[src/rtl/prbs_pkg.sv]
// Shared definitions for the PRBS generator and checker.
// Mode encodings, polynomial lengths, tap masks and FSM states.
package prbs_pkg;

  localparam int unsigned STATE_W = 31;

  typedef enum logic [1:0] {
    PRBS7  = 2'd0,
    PRBS13 = 2'd1,
    PRBS15 = 2'd2,
    PRBS31 = 2'd3
  } prbs_mode_e;

  typedef enum logic [1:0] {
    IDLE = 2'd0,
    LOAD = 2'd1,
    RUN  = 2'd2
  } fsm_e;

  localparam int unsigned LEN7  = 7;
  localparam int unsigned LEN13 = 13;
  localparam int unsigned LEN15 = 15;
  localparam int unsigned LEN31 = 31;

  // Bit k-1 set for each x^k feedback term (k >= 1).
  localparam logic [STATE_W-1:0] TAP7  = 31'h0000_0060;
  localparam logic [STATE_W-1:0] TAP13 = 31'h0000_1803;
  localparam logic [STATE_W-1:0] TAP15 = 31'h0000_6000;
  localparam logic [STATE_W-1:0] TAP31 = 31'h4800_0000;

  function automatic int unsigned poly_len(prbs_mode_e m);
    poly_len = LEN31;
    case (m)
      PRBS7:   poly_len = LEN7;
      PRBS13:  poly_len = LEN13;
      PRBS15:  poly_len = LEN15;
      default: poly_len = LEN31;
    endcase
  endfunction

  function automatic logic [STATE_W-1:0] tap_mask(prbs_mode_e m);
    tap_mask = TAP31;
    case (m)
      PRBS7:   tap_mask = TAP7;
      PRBS13:  tap_mask = TAP13;
      PRBS15:  tap_mask = TAP15;
      default: tap_mask = TAP31;
    endcase
  endfunction

  function automatic logic [STATE_W-1:0] len_mask(prbs_mode_e m);
    len_mask = STATE_W'((64'd1 << poly_len(m)) - 64'd1);
  endfunction

endpackage

[src/rtl/prbs_lfsr_step.sv]
// Combinational DATA_W-step Fibonacci LFSR advance.
// Shared between the transmit generator and the receive checker.
module prbs_lfsr_step
  import prbs_pkg::*;
#(
  parameter int unsigned DATA_W = 13
)(
  input  logic [STATE_W-1:0] state_i,
  input  prbs_mode_e         mode_i,
  output logic [STATE_W-1:0] state_o,
  output logic [DATA_W-1:0]  bits_o
);

  logic [STATE_W-1:0] mask;
  logic [STATE_W-1:0] taps;
  logic [STATE_W-1:0] s;
  logic [4:0]         msb;

  always_comb begin
    mask   = len_mask(mode_i);
    taps   = tap_mask(mode_i);
    msb    = 5'(poly_len(mode_i) - 1);
    s      = state_i & mask;
    bits_o = '0;
    // Earliest bit ends up in the MSB of the word.
    for (int i = 0; i < DATA_W; i++) begin
      bits_o = DATA_W'({bits_o, s[msb]});
      s      = {s[STATE_W-2:0], ^(s & taps)} & mask;
    end
    state_o = s;
  end

endmodule

[src/rtl/prbs_multi_gen.sv]
// Multi-polynomial PRBS word generator with valid/ready output.
// Optional bit-error injection: define PRBS_ERR_INJECT_EN.
module prbs_multi_gen
  import prbs_pkg::*;
#(
  parameter int unsigned        DATA_W     = 13,
  parameter logic [STATE_W-1:0] SEED       = 31'h7FFF_FFFF,
  parameter int unsigned        INJ_PERIOD = 1000
)(
  input  logic              clock,
  input  logic              reset,
  input  logic              start,
  input  logic              stop,
  input  logic [1:0]        mode,
  input  logic              reseed,
  input  logic              out_ready,
  output logic              out_valid,
  output logic [DATA_W-1:0] pattern,
  output logic              lockup,
  input  logic              inj_en,
  output logic              inj_pulse
);

  fsm_e               fsm_q, fsm_d;
  prbs_mode_e         mode_q, mode_d;
  prbs_mode_e         step_mode;
  logic               start_q;
  logic [STATE_W-1:0] lfsr_q, lfsr_d;
  logic [STATE_W-1:0] seed_m, step_in, step_out;
  logic [DATA_W-1:0]  pat_q, pat_d, step_bits;
  logic               valid_q, valid_d;
  logic               lock_q, lock_d;
  logic               word_ld, xfer, inv;

  assign seed_m    = SEED & len_mask(prbs_mode_e'(mode));
  assign step_mode = (fsm_q == LOAD) ? prbs_mode_e'(mode) : mode_q;
  assign xfer      = valid_q & out_ready;

  // LOAD generates the first word straight from the (repaired) seed.
  assign step_in = (fsm_q != LOAD) ? lfsr_q :
                   (seed_m == '0)  ? len_mask(prbs_mode_e'(mode)) :
                                     seed_m;

  prbs_lfsr_step #(
    .DATA_W(DATA_W)
  ) u_step (
    .state_i(step_in),
    .mode_i (step_mode),
    .state_o(step_out),
    .bits_o (step_bits)
  );

  always_comb begin
    fsm_d   = fsm_q;
    mode_d  = mode_q;
    lfsr_d  = lfsr_q;
    pat_d   = pat_q;
    valid_d = valid_q;
    lock_d  = lock_q;
    word_ld = 1'b0;
    unique case (fsm_q)
      IDLE: begin
        valid_d = 1'b0;
        if (!stop && start_q) fsm_d = LOAD;
      end
      LOAD: begin
        if (stop) begin
          fsm_d   = IDLE;
          valid_d = 1'b0;
        end else begin
          fsm_d   = RUN;
          mode_d  = prbs_mode_e'(mode);
          lfsr_d  = step_out;
          pat_d   = step_bits;
          valid_d = 1'b1;
          word_ld = 1'b1;
          lock_d  = lock_q | (seed_m == '0);
        end
      end
      RUN: begin
        if (stop) begin
          fsm_d   = IDLE;
          valid_d = 1'b0;
        end else if (reseed) begin
          fsm_d   = LOAD;
          valid_d = 1'b0;
        end else if (lfsr_q == '0) begin
          lfsr_d  = len_mask(mode_q);
          lock_d  = 1'b1;
          valid_d = 1'b0;
        end else if (!valid_q || out_ready) begin
          lfsr_d  = step_out;
          pat_d   = step_bits;
          valid_d = 1'b1;
          word_ld = 1'b1;
        end
      end
      default: begin
        fsm_d   = IDLE;
        valid_d = 1'b0;
      end
    endcase
  end

  always_ff @(posedge clock or negedge reset) begin
    if (!reset) begin
      fsm_q   <= IDLE;
      mode_q  <= PRBS7;
      start_q <= 1'b0;
      lfsr_q  <= '0;
      pat_q   <= '0;
      valid_q <= 1'b0;
      lock_q  <= 1'b0;
    end else begin
      fsm_q   <= fsm_d;
      mode_q  <= mode_d;
      start_q <= start & ~stop;
      lfsr_q  <= lfsr_d;
      pat_q   <= pat_d ^ DATA_W'(inv);
      valid_q <= valid_d;
      lock_q  <= lock_d;
    end
  end

`ifdef PRBS_ERR_INJECT_EN
  localparam logic [31:0] LAST = 32'(INJ_PERIOD - 1);

  logic [31:0] cnt_q, cnt_d;
  logic        flip_q, flip_d;

  // flip marks the presented word as carrying an inverted bit 0.
  always_comb begin
    cnt_d  = cnt_q;
    flip_d = flip_q;
    if (fsm_d != RUN) begin
      cnt_d  = '0;
      flip_d = 1'b0;
    end else if (word_ld) begin
      flip_d = 1'b0;
      if (xfer && inj_en) begin
        cnt_d  = (cnt_q == LAST) ? '0 : cnt_q + 32'd1;
        flip_d = (cnt_d == LAST);
      end
    end
  end

  always_ff @(posedge clock or negedge reset) begin
    if (!reset) begin
      cnt_q  <= '0;
      flip_q <= 1'b0;
    end else begin
      cnt_q  <= cnt_d;
      flip_q <= flip_d;
    end
  end

  assign inv       = word_ld & flip_d;
  assign inj_pulse = flip_q & xfer;
`else
  logic unused_inj;

  assign unused_inj = inj_en ^ (INJ_PERIOD == 0);
  assign inv        = 1'b0;
  assign inj_pulse  = 1'b0;
`endif

  assign out_valid = valid_q;
  assign pattern   = pat_q;
  assign lockup    = lock_q;

endmodule

[config.mk]
export PLATFORM = sky130hd
export DESIGN_NAME = prbs_multi_gen
export DESIGN_NICKNAME = d
export VERILOG_FILES = /design/src/rtl/prbs_pkg.sv /design/src/rtl/prbs_lfsr_step.sv /design/src/rtl/prbs_multi_gen.sv
export SDC_FILE = /design/constraint.sdc
export NUM_CORES = 1
export LEC_CHECK = 0
export CAP_MARGIN = 20
export CORE_ASPECT_RATIO = 1.2
export CORE_UTILIZATION = 68
export CTS_BUF_LIST = sky130_fd_sc_hd__clkbuf_4
export CTS_CLUSTER_DIAMETER = 50
export DETAILED_ROUTE_END_ITERATION = 16
export PLACE_DENSITY = 0.89
export SLEW_MARGIN = 15
export SYNTH_ARGS = -nofsm -noshare
export SYNTH_HDL_FRONTEND = slang
export SYNTH_SLANG_ARGS = --single-unit
export TNS_END_PERCENT = 20
[constraint.sdc]
create_clock -name clock -period 6.3 [get_ports clock]
set_input_delay 1.26 -clock clock [delete_from_list [all_inputs] [get_ports clock]]
set_output_delay 1.26 -clock clock [all_outputs]
set_load 0.05 [all_outputs]
==> results of run 1 <==
-- area by class of cell --
cell class              instances  area share
well taps                      87      0.0216
multi-input cells             494       0.649
clock inverters                 2     0.00323
flip-flops and latches         51       0.253
clock buffers                   6     0.00894
repair buffers                 29      0.0536
inverters                      14      0.0104
-- stage by stage --
step / worst slack [ps] / cells
6_report: 1010 / 683
5_1_grt: 827 / 683
4_1_cts: 1150 / 683
3_5_place_dp: 726 / 675
3_3_place_gp: 901 / 675
2_1_floorplan: 1880 / 599
-- critical path, delay by kind of cell --
kind / cells / cell delay [ps]
AND/OR/NAND/NOR: 4 / 1280
AO/OA/AOI/OAI: 4 / 1080
adder cells (fa/ha/maj): 1 / 320
XOR/XNOR: 3 / 710
buffers and inverters: 2 / 920
-- worst max path at each step --
| stage | startpoint | to | slack, ps |
|---|---|---|---|
| 2_1_floorplan | mode[1] | lfsr_q[6]$_DFFE_PN0P_ | 1880 |
| 3_3_place_gp | mode[0] | lfsr_q[6]$_DFFE_PN0P_ | 900 |
| 3_5_place_dp | mode[0] | lfsr_q[2]$_DFFE_PN0P_ | 730 |
| 4_1_cts | mode[0] | lfsr_q[2]$_DFFE_PN0P_ | 1150 |
| 5_1_grt | mode[0] | lfsr_q[2]$_DFFE_PN0P_ | 830 |
| 6_report | mode[1] | lfsr_q[2]$_DFFE_PN0P_ | 1010 |
-- routing by layer --
layer | up-vias | routed length, µm | GRT usage
met2 | 392 | 6980 | 0.675
met5 | - | 0 | 0
met1 | 2314 | 5880 | 0.572
li1 | 2186 | - | -
met3 | 107 | 1670 | 0.0650
met4 | 0 | 1160 | 0.256
-- cells in the mapped netlist (6+ instances only) --
library cell  instances  area share
nand2_1              68       0.053
o21ai_0              65       0.068
dfrtp_1              51        0.27
nor2_1               46       0.036
a21oi_1              42       0.044
clkbuf_1             22       0.017
xor2_1               20       0.036
xnor2_1              19       0.035
nand3_1              15       0.016
inv_1                13       0.010
ha_1                 12       0.031
a31oi_1              11       0.014
nor2b_1              11       0.014
a211oi_1             10       0.016
nand2b_1             10       0.013
nor4_1                9       0.012
and2_1                8       0.010
and3_1                8       0.010
buf_2                 8      0.0083
mux2i_1               8       0.017
o211ai_1              8       0.013
a221oi_1              6       0.011
nand4_1               6      0.0078
o221ai_1              6       0.011
o22ai_1               6      0.0078
-- state kept, by name, indices dropped and copies added (netlist names) --
name and cells:
lockup 1, pattern 13, fsm_q 2, lfsr_q 31
out_valid 1, start_q 1, mode_q 2
-- logic make-up after synthesis --
group,Yosys count,share of synthesized area
mux,11,0.0260
compound gates,204,0.282
buf+inv,54,0.0552
fa+ha+maj,12,0.0312
other cells,1,0.000781
flops,51,0.266
simple gates,221,0.243
xor+xnor,45,0.0966
==> impl_metrics.env, run 1 <==
export IMPL_crit_path_max_incr_delay_ps=690
export IMPL_ys_ff_latch=51
export IMPL_tns_ps=0
export IMPL_min_path_cells=2
export IMPL_crit_chain="clkdlybuf4s50_1, inv_1, ha_1, nand2b_1, nand3_1, a2111o_1, and3_1, xor2_1, xnor2_1, xnor2_1, a21oi_1, or3_1, a311oi_1, a311oi_1"
export IMPL_numCtsBuffers=5
export IMPL_finalSetupViolations=0
export IMPL_start_util=0.705
export IMPL_overflow=0
export IMPL_cp_required_ps=6590
export IMPL_rows=33
export IMPL_grt_pass1_vias=4492
export IMPL_cts_tree="yes"
export IMPL_synthFlopType="dfrtp_1"
export IMPL_synth_edff_count=0
export IMPL_first_pass_iters=8
export IMPL_grtUsageTotal=0.436
export IMPL_htree_levels=2
export IMPL_cts_buffer_depth=2
export IMPL_gp_congestion=1.11
export IMPL_area_sequential_mm2=0.00128
export IMPL_die_h_um=94.1
export IMPL_io_buffers=22
export IMPL_cts_sinks=51
export IMPL_crit_path_start_kind="primary input"
export IMPL_syn_area_per_cell_um2=8.02
export IMPL_tightest_slew_ps=1070
export IMPL_grt_start_max_net_pins=55
export IMPL_worstHoldEndpoint="pattern[4]$_DFFE_PN0P_"
export IMPL_max_cap_violations=0
export IMPL_post_cts_buffers=0
export IMPL_multiInputGateArea_mm2=0.00327
export IMPL_grt_pass1_wl_um=24100
export IMPL_reg2reg_from="fsm_q[1]$_DFFE_PN0P_"
export IMPL_final_cell_mix="68 x nand2_1, 65 x o21ai_0, 51 x dfrtp_1, 46 x nor2_1, 42 x a21oi_1"
export IMPL_synth_seq_area_share=0.266
export IMPL_finalHoldViolations=0
export IMPL_hp_start="pattern[4]$_DFFE_PN0P_"
export IMPL_antenna_left=0
export IMPL_drive_gt1_frac=0.0822
export IMPL_min_path_type="flip-flop to flip-flop"
export IMPL_fin_util=0.740
export IMPL_diodes=0
export IMPL_syn_area_mm2=0.00480
export IMPL_vias_per_cell=7.32
export IMPL_layout_commonest_cell="nand2_1"
export IMPL_place_area_mm2=0.00497
export IMPL_synthToLayoutAreaGrowth_pct=4.87
export IMPL_r2r_end="lfsr_q[2]$_DFFE_PN0P_"
export IMPL_arrival_ps=5580
export IMPL_layout_nets=616
export IMPL_io_pins=25
export IMPL_wl_um=15700
export IMPL_drtIter0Drc=685
export IMPL_slowest_stage="clkdlybuf4s50_1"
export IMPL_period_needed_ps=5290
export IMPL_drv_slew=0
export IMPL_postCtsResizedCells=0
export IMPL_wl_per_cell_um=23.0
export IMPL_fin_crit_sh=0.840
export IMPL_clkSlewWorstSetupHoldPaths_ps=170
export IMPL_drc=0
export IMPL_crit_type="primary input to flip-flop"
export IMPL_die_x_um=78.7
export IMPL_async_flop_share=1.00
export IMPL_synth_distinct_cells=83
export IMPL_antenna_found_initial=0
export IMPL_ys_warn_count=0
export IMPL_fp_dieArea_mm2=0.00741
export IMPL_cp_end_kind="flip-flop"
export IMPL_clk_latency_ps=410
export IMPL_vias=4999
export IMPL_fin_area_mm2=0.00504
export IMPL_cp_max_fo=12
export IMPL_syn_nets=620
export IMPL_status="complete, no violations"
export IMPL_postCtsHoldBufs=0
export IMPL_cts_root_buf="clkbuf_4"
export IMPL_reg2reg_depth=13
export IMPL_place_hpwl_um=11600
export IMPL_fmax_ghz=0.189
export IMPL_rrSetupSlack_ps=1320
export IMPL_fin_worst_skew_ps=19.8
export IMPL_relSlewSlack=0.286
export IMPL_netlist_instances=599
export IMPL_fill_cells=516
export IMPL_core_mm2=0.00681
export IMPL_rsz0062_at_grt="no"
export IMPL_hold_slack_ps=500
Power of run 1 is not shown: default switching activity piles up to over one toggle a cycle in this logic, so the estimate is an artifact.
==> run 2, diff against run 1 <==
- CORE_UTILIZATION: 68 -> 57
- PLACE_DENSITY: 0.89 -> 0.79
- clock period: 6.3 -> 4.7 ns (I/O delays scaled with it)
==> run 2 against run 1 <==
Net effect: setup slack got worse by 670 ps; utilization fell by 8.7 points; clock skew fell by 10 ps; register-to-register slack worse by 780 ps; global-route usage is 3.6 points lower; die area is 19% higher.
==> impl_metrics.env, run 2 (same netlist as run 1, synthesis figures left out) <==
export IMPL_start_util=0.589
export IMPL_rows=36
export IMPL_vias=5026
export IMPL_path_buf_inv=2
export IMPL_fp_dieArea_mm2=0.00880
export IMPL_numCtsBuffers=5
export IMPL_status="complete, no violations"
export IMPL_cts_buffer_depth=2
export IMPL_io_buffers=22
export IMPL_final_cell_mix="68 x nand2_1, 65 x o21ai_0, 51 x dfrtp_1, 46 x nor2_1, 42 x a21oi_1"
export IMPL_overflow=0
export IMPL_postCtsResizedCells=0
export IMPL_cp_end_kind="flip-flop"
export IMPL_grt_pass1_vias=4701
export IMPL_fin_worst_skew_ps=9.49
export IMPL_wl_um=16800
export IMPL_cp_top_family="compound AO/OA/AOI/OAI gates"
export IMPL_cp_depth=14
export IMPL_crit_top_cell="xnor3_1"
export IMPL_top_layer="met4"
export IMPL_vias_per_cell=6.76
export IMPL_reg2reg_depth=15
export IMPL_drive_gt1_frac=0.130
export IMPL_post_cts_buffers=0
export IMPL_fin_crit_sh=0.929
export IMPL_rsz0062_at_grt="no"
export IMPL_wl_met2_um=7750
export IMPL_min_path_cells=1
export IMPL_gp_congestion=1.03
export IMPL_die_h_um=103
export IMPL_fill_cells=733
export IMPL_htree_levels=2
export IMPL_cts_root_buf="clkbuf_4"
export IMPL_diodes=0
export IMPL_top_register="lfsr_q"
export IMPL_synthToLayoutAreaGrowth_pct=10.7
export IMPL_slowest_stage="a221oi_1"
export IMPL_wl_met3_um=1450
export IMPL_crit_path_max_incr_delay_ps=480
export IMPL_relSlewSlack=0.430
export IMPL_wl_met1_um=6710
export IMPL_setup_ws_ps=332
export IMPL_fmax_ghz=0.229
export IMPL_postCtsHoldBufs=0
export IMPL_arrival_ps=4710
export IMPL_grt_pass1_wl_um=26200
export IMPL_clkSlewWorstSetupHoldPaths_ps=170
export IMPL_crit_chain="clkdlybuf4s50_1, buf_4, ha_1, and4b_1, o221ai_2, a221oi_1, o21ai_1, o21a_1, or3_1, mux2i_4, xnor3_1, xor2_1, xnor3_1, a31oi_1"
export IMPL_grt_start_max_net_pins=52
export IMPL_dpl_worst_slack_ps=-17.3
export IMPL_cts_tree="yes"
export IMPL_grtUsageTotal=0.399
export IMPL_drtIter0Drc=585
export IMPL_antenna_left=0
export IMPL_clk_latency_ps=410
export IMPL_drc=0
export IMPL_finalHoldViolations=0
export IMPL_crit_type="primary input to flip-flop"
export IMPL_io_pins=25
export IMPL_max_cap_violations=0
export IMPL_place_area_mm2=0.00526
export IMPL_period_needed_ps=4370
export IMPL_finalSetupViolations=0
export IMPL_cp_required_ps=5040
export IMPL_min_path_type="flip-flop to flip-flop"
export IMPL_antenna_found_initial=0
export IMPL_layout_nets=649
export IMPL_fin_area_mm2=0.00532
export IMPL_first_pass_iters=5
export IMPL_layout_commonest_cell="nand2_1"
export IMPL_tightest_slew_ps=853
export IMPL_cts_sinks=51
export IMPL_drv_slew=0
export IMPL_cp_max_fo=6
export IMPL_largest_register_ffs=31
export IMPL_wl_per_cell_um=22.6
export IMPL_crit_path_start_kind="primary input"
export IMPL_place_hpwl_um=13100
export IMPL_tns_ps=0
export IMPL_core_mm2=0.00815
export IMPL_die_x_um=85.8
[run 2: cell types whose count changed in the layout (fill, tap and decap cells not counted)]
cell      before  now
clkbuf_4       6    5
clkinv_2       0    1
inv_8          0    1
inv_6          1    0
buf_4          8   41
[run 2: path summary, 6_finish.rpt]
path,from,end,slack (ps)
max,mode[0],lfsr_q[0]$_DFFE_PN0P_,330
max reg2reg,fsm_q[1]$_DFFE_PN0P_,lfsr_q[2]$_DFFE_PN0P_,540
max in group asynchronous,reset,lfsr_q[29]$_DFFE_PN0P_,3740
min,lockup$_DFFE_PN0P_,lockup$_DFFE_PN0P_,490
min reg2reg,lockup$_DFFE_PN0P_,lockup$_DFFE_PN0P_,490
min in group asynchronous,reset,lfsr_q[18]$_DFFE_PN0P_,540
[run 2: layer usage]
metal / up-vias / track usage
met4: 0 / 0.209
met3: 76 / 0.0616
met2: 309 / 0.647
met5: - / 0
met1: 2397 / 0.519
li1: 2244 / -
[run 2: per-stage QoR]
step,instances,hold slack (ps),utilization
4_1_cts,743,498,0.652
6_report,743,494,0.653
3_3_place_gp,735,448,0.645
5_1_grt,743,515,0.653
3_5_place_dp,735,458,0.645
2_1_floorplan,599,487,-
[run 2: layout make-up]
| class | instances | area [µm²] | area share |
|---|---|---|---|
| clock inverters | 3 | 23.8 | 0.00447 |
| flip-flops and latches | 51 | 1280 | 0.240 |
| repair buffers | 62 | 518 | 0.0974 |
| clock buffers | 5 | 37.5 | 0.00706 |
| inverters | 14 | 52.6 | 0.00988 |
| well taps | 114 | 143 | 0.0268 |
| multi-input cells | 494 | 3270 | 0.615 |
[run 2: worst register-to-register path: stages, from the launching register on]
cell and delay, ps:
dfrtp_1 420, inv_1 90, ha_2 280, buf_4 260
nor3_4 430, nand2_1 280, and4_1 310, a211oi_4 260
buf_4 210, xor2_1 180, xnor2_1 100, xnor2_1 270
a21oi_1 180, or3_1 410, and2_1 150, a311oi_1 250
Power of run 2 is left out for the same reason.
